File: src/rtl/uint_to_l3.sv
// uint_to_l3: converts an offset-domain unsigned integer to canonical redundant-L3 limbs
// by subtracting M_tilde*512 in a 4-stage limb-serial borrow pipeline.
package PARAMS_BN254_d0;
    typedef logic [63:0] fp_div4_t;
    localparam int W = $bits(fp_div4_t);
    localparam int L3_CARRY = 4;
    localparam int ADD_DIV = 4;
    localparam int LEN_12M_TILDE = 4 * W;
    localparam logic [LEN_12M_TILDE-1:0] M_tilde =
        256'h30644e72e131a029b85045b68181585d97816a916871ca8d3c208c16d87cfd47;
    localparam logic [5*W-1:0] M_TILDE512 = {{(5*W-LEN_12M_TILDE-9){1'b0}}, M_tilde, 9'd0};
    typedef struct packed {
        logic [L3_CARRY-1:0] carry;
        fp_div4_t            val;
    } l3_limb_t;
    typedef l3_limb_t [3:0] redundant_poly_L3;
endpackage

module uint_to_l3
    import PARAMS_BN254_d0::*;
(
    input  logic                            clk,
    input  logic                            rst,
    input  logic                            in_valid,
    output logic                            in_ready,
    input  logic [LEN_12M_TILDE+L3_CARRY-1:0] din,
    output logic                            out_valid,
    input  logic                            out_ready,
    output redundant_poly_L3                dout
);
    localparam int WT = W + L3_CARRY;
    localparam fp_div4_t M0 = M_TILDE512[W-1:0];
    localparam fp_div4_t M1 = M_TILDE512[2*W-1:W];
    localparam fp_div4_t M2 = M_TILDE512[3*W-1:2*W];
    localparam logic [WT-1:0] MT = M_TILDE512[3*W +: WT];

    logic             adv;
    logic [3:0]       v_q;
    // {borrow, difference} of each limb stage
    logic [W:0]       s1_d, s2_d, s3_d, s1_q, s2_q, s3_q;
    logic [WT-1:0]    rt_d;
    fp_div4_t         s1_d1_q, s1_d2_q, s2_r0_q, s2_d2_q, s3_r0_q, s3_r1_q;
    logic [WT-1:0]    s1_dt_q, s2_dt_q, s3_dt_q;
    redundant_poly_L3 dout_q, dout_d;

    assign adv       = out_ready | ~v_q[3];
    assign in_ready  = adv;
    assign out_valid = v_q[3];
    assign dout      = dout_q;

    always_comb begin
        s1_d = {1'b0, din[W-1:0]} - {1'b0, M0};
        s2_d = {1'b0, s1_d1_q} - {1'b0, M1} - {{W{1'b0}}, s1_q[W]};
        s3_d = {1'b0, s2_d2_q} - {1'b0, M2} - {{W{1'b0}}, s2_q[W]};
        rt_d = s3_dt_q - MT - {{(WT-1){1'b0}}, s3_q[W]};
        dout_d          = '0;
        dout_d[0].val   = s3_r0_q;
        dout_d[1].val   = s3_r1_q;
        dout_d[2].val   = s3_q[W-1:0];
        dout_d[3].val   = rt_d[W-1:0];
        dout_d[3].carry = rt_d[WT-1:W];
    end

    always_ff @(posedge clk) begin
        if (rst) begin
            v_q     <= '0;
            s1_q    <= '0;
            s1_d1_q <= '0;
            s1_d2_q <= '0;
            s1_dt_q <= '0;
            s2_q    <= '0;
            s2_r0_q <= '0;
            s2_d2_q <= '0;
            s2_dt_q <= '0;
            s3_q    <= '0;
            s3_r0_q <= '0;
            s3_r1_q <= '0;
            s3_dt_q <= '0;
            dout_q  <= '0;
        end else if (adv) begin
            v_q     <= {v_q[2:0], in_valid};
            s1_q    <= s1_d;
            s1_d1_q <= din[2*W-1:W];
            s1_d2_q <= din[3*W-1:2*W];
            s1_dt_q <= din[LEN_12M_TILDE+L3_CARRY-1:3*W];
            s2_q    <= s2_d;
            s2_r0_q <= s1_q[W-1:0];
            s2_d2_q <= s1_d2_q;
            s2_dt_q <= s1_dt_q;
            s3_q    <= s3_d;
            s3_r0_q <= s2_r0_q;
            s3_r1_q <= s2_q[W-1:0];
            s3_dt_q <= s2_dt_q;
            dout_q  <= dout_d;
        end
    end
endmodule

File: config.mk
export PLATFORM = sky130hd
export DESIGN_NAME = uint_to_l3
export DESIGN_NICKNAME = d
export VERILOG_FILES = /design/src/rtl/uint_to_l3.sv
export SDC_FILE = /design/constraint.sdc
export NUM_CORES = 2
export LEC_CHECK = 0
export CORE_UTILIZATION = 55
export CTS_CLUSTER_SIZE = 40
export DETAILED_ROUTE_END_ITERATION = 10
export GPL_TIMING_DRIVEN = 1
export MAX_ROUTING_LAYER = met4
export PLACE_DENSITY = 0.79
export SLEW_MARGIN = 20
export SYNTH_ARGS = -nofsm -noshare
export SYNTH_HDL_FRONTEND = slang
export SYNTH_SLANG_ARGS = --single-unit
File: constraint.sdc
create_clock -name clk -period 4.03 [get_ports clk]
set_input_delay 1.0075 -clock clk [delete_from_list [all_inputs] [get_ports clk]]
set_output_delay 1.0075 -clock clk [all_outputs]
set_load 0.01 [all_outputs]
==> implementation parameters <==
Parameter                              Value

Setup path
  Maximum fanout along the worst path ... 4
  Critical Path Source Type ... flip-flop
  Category of the critical setup timing path ... reg2reg
  Critical Path RT ... between 4 and 5 ns
  Setup slack of the most critical reg-to-reg path ... 0.14 ns
  CP endpoint kind ... flip-flop
  Worst Path Arrival ... 4.45 ns

STA
  Relative max-transition margin ... 0.296
  Total count of max-transition violations in the final report ... 0
  Final period util ... 0.966
  Clock skew after layout ... around 0.025 ns
  Max Clk Rate ... 257 MHz
  Setup violators final ... 0
  Slew at the pin with the worst max-slew slack ... 1.06 ns
  Min cycle time layout ... 3.89 ns
  Number of failing hold endpoints at the final stage ... 0

Clock tree
  Clock tree from TritonCTS ... built
  Clock slew at the register clock pins of the worst setup and hold paths ... 0.07 ns
  CTS Buf Count ... between 100 and 150
  H-tree Lvls ... 3
  Source-to-sink clock delay at the later pin of the worst-skew pair ... 0.67 ns
  Clk root buf ... clkbuf_16
  Clock buffer depth ... 3
  Clock tree sinks ... between 1000 and 1500

Finish
  Cell area after layout ... 55000 um2
  Most frequent standard cell in the layout excluding fill and tap cells ... nand2_1
  Most frequent cells in the layout ... nand2_1, dfxtp_1, a21oi_1
  Share of layout cells above drive strength 1 ... 0.0417
  Post-synthesis to final-layout area growth ... 20.8%
  Core utilization of the finished layout ... 0.671
  Final net count ... roughly 6700

Yosys
  Synth top area cells ... dfxtp_1, nand2_1, a21oi_1, ha_1, xnor2_1
  Share of the synthesized area in the top cell type ... 0.460
  Cells after synthesis ... 5882
  Avg Synthesized Cell Area ... around 7.7 um2
  Dominant cell type by area after synthesis ... dfxtp_1
  Number of distinct library cell variants in the gate-level netlist after synthesis ... 83
  Mapped Area ... 45500 um2
  Warnings from Yosys ... 0
  Number of synthesized flops with an enable pin ... 0
  Seq/Total Area, Yosys ... 0.460
  Post-synth ARST share ... 0
  Flops & latches, synth ... 1047
  Dominant register cell in the synthesized netlist ... dfxtp_1

Routing
  Vias after detailed routing ... 40187
  Routed Wire Length ... roughly 120000 um
  DRC ... 0
  Detail-routed via count per cell ... 5.46
  Wire length per cell after detailed routing ... 16.6 um
  Antenna Nets Post-Route ... 0
  Number of iterations in the first detailed-routing pass ... 8
  Initial drt markers ... 3124

Power and ir drop
  Clock power share ... 0.415
  Net Switching ... 6.06 mW
  Proportion of power drawn by flip-flops and latches ... 0.471
  Part of the power in combinational logic ... 0.114
  Internal power ... 18.2 mW
  Net switching fraction of the power ... 0.250
  Static leakage ... about 21 nW
  P per Cell Area ... ~440 nW/um2
  Worst IR drop on VDD ... roughly 390 uV

Floorplanning
  Die height ... around 290 um
  Initial core utilization ... 0.555
  Placeable core region ... 82000 um2
  Die Footprint ... 83900 um2
  Number of core rows ... 105
  Die extent in x ... roughly 290 um
  # IOs ... 538

GRT
  GRT Overall Usage ... 0.287
  Number of global-route vias before repair ... between 30000 and 40000
  First-pass GRT wire length ... 190000 um
  Number of antenna violations at the first check in global routing ... 6
  Residual overflow from global routing ... 0
  Pin count of the biggest net entering global routing ... between 200 and 250

Placed design
  Routability congestion estimate from global placement ... around 0.9
  Detailed placer's ending HPWL ... 84500 um
  Port buffer count ... roughly 530
  Instance area at placement ... 51400 um2

Run status
  Run status ... complete, no violations

Job
  Max-cap viol count ... 0

Worst hold path
  Hold WC Path Type ... reg2reg
stage by stage:
step | worst slack (ns) | hold slack (ns) | power [mW] | cells | setup TNS (ns)
6_report | 0.138 | 0.442 | 24.3 | 7365 | 0
5_1_grt | -0.00971 | 0.459 | 25.2 | 7365 | -0.00971
4_1_cts | 0.112 | 0.446 | 24.4 | 7360 | 0
3_5_place_dp | -0.0577 | 0.439 | 14.4 | 7171 | -0.0611
3_3_place_gp | -0.0236 | 0.436 | 14.3 | 7171 | -0.0236
2_1_floorplan | 0.382 | 0.425 | 13.2 | 5893 | 0
critical path: stages, from the launching register on:
cell,delay [ns]
dfxtp_1,0.42
ha_1,0.26
inv_1,0.05
ha_1,0.17
inv_1,0.06
fa_1,0.37
nor2b_1,0.22
nor3_2,0.10
o211a_1,0.31
a2111oi_1,0.42
buf_4,0.20
o211ai_1,0.18
nand2_1,0.13
a21bo_2,0.15
a21boi_0,0.15
or3_1,0.33
a32o_1,0.24
what timing repair did:
item                                    4_1_cts  5_1_grt
hold endpoints to repair                      0        0
hold buffers                                  0        0
resized for setup                             0        9
endpoints found under the setup margin        0       19
buffers inserted                              0        0
per-layer routing:
metal	share of wire	routed length, um	up-vias	global-route usage
met4	0.035	4270	0	0.100
met2	0.46	56500	937	0.451
met1	0.45	55300	18799	0.377
met5	0	0	-	-
met3	0.051	6240	212	0.0415
li1	-	-	20239	-
worst paths after layout:
check                           startpoint          to  cells after the start
worst max-delay path              s1_q[64]    s2_q[35]                     16
worst min-delay path            s1_d2_q[2]  s2_d2_q[2]                      2
worst max register to register    s1_q[64]    s2_q[35]                     16
worst min register to register  s1_d2_q[2]  s2_d2_q[2]                      2
cells in the mapped netlist (6+ instances only):
| library cell | count |
|---|---|
| a2111oi_0 | 7 |
| a211o_1 | 7 |
| a211oi_1 | 143 |
| a21boi_0 | 19 |
| a21o_1 | 19 |
| a21oi_1 | 929 |
| a22o_1 | 6 |
| a311oi_1 | 19 |
| a31oi_1 | 18 |
| and2_1 | 7 |
| and3_1 | 12 |
| and4_1 | 6 |
| buf_1 | 19 |
| buf_4 | 12 |
| clkbuf_1 | 340 |
| dfxtp_1 | 1047 |
| ha_1 | 186 |
| inv_1 | 157 |
| nand2_1 | 1870 |
| nand2b_1 | 30 |
| nand3_1 | 32 |
| nand3b_1 | 11 |
| nand4_1 | 14 |
| nor2_1 | 282 |
| nor2b_1 | 36 |
| nor3_1 | 63 |
| nor4_1 | 26 |
| nor4b_1 | 9 |
| o2111ai_1 | 7 |
| o211ai_1 | 15 |
| o21a_1 | 18 |
| o21ai_0 | 156 |
| o21bai_1 | 20 |
| o31ai_1 | 12 |
| or3_1 | 24 |
| or4_1 | 11 |
| xnor2_1 | 147 |
| xor2_1 | 63 |
logic make-up (layout without fill, tap and decap cells):
| group | Yosys count | count (layout) | synth area share |
|---|---|---|---|
| simple gates | 2457 | 2457 | 0.219 |
| compound gates | 1448 | 1448 | 0.183 |
| flops | 1047 | 1047 | 0.460 |
| buf+inv | 530 | 927 | 0.0449 |
| xor+xnor | 210 | 210 | 0.0404 |
| fa+ha+maj | 188 | 188 | 0.0520 |
| other cells | 1 | 17 | 0.0000824 |
| mux | 1 | 1 | 0.000220 |
layout make-up:
cell class / instances / area (um2)
Clock buffer: 144 / 3050
Fill cell: 7050 / 27000
Timing Repair Buffer: 580 / 5870
Clock inverter: 45 / 567
Multi-Input combinational cell: 4316 / 22600
Antenna cell: 5 / 12.5
Inverter: 158 / 601
Tap cell: 1070 / 1340
Sequential cell: 1047 / 21000
power groups by stage:
stage | logic, mW | registers (mW) | clock network, mW
2_1_floorplan | 1.60 | 11.6 | 0
5_1_grt | 3.05 | 11.5 | 10.7
4_1_cts | 2.76 | 11.4 | 10.2
3_3_place_gp | 2.71 | 11.6 | 0
6_report | 2.77 | 11.4 | 10.1
3_5_place_dp | 2.74 | 11.6 | 0
sequential cells by signal, summed over array words and instances, names as in the netlist:
name	flops
s1_d1_q	64
s1_d2_q	64
s1_q	65
s2_d2_q	64
dout	260
s3_dt_q	68
s3_r0_q	64
v_q	4
s3_r1_q	64
s3_q	65
s2_dt_q	68
s2_q	65
s1_dt_q	68
s2_r0_q	64
No activity file was read; power rests on OpenSTA's default activity.
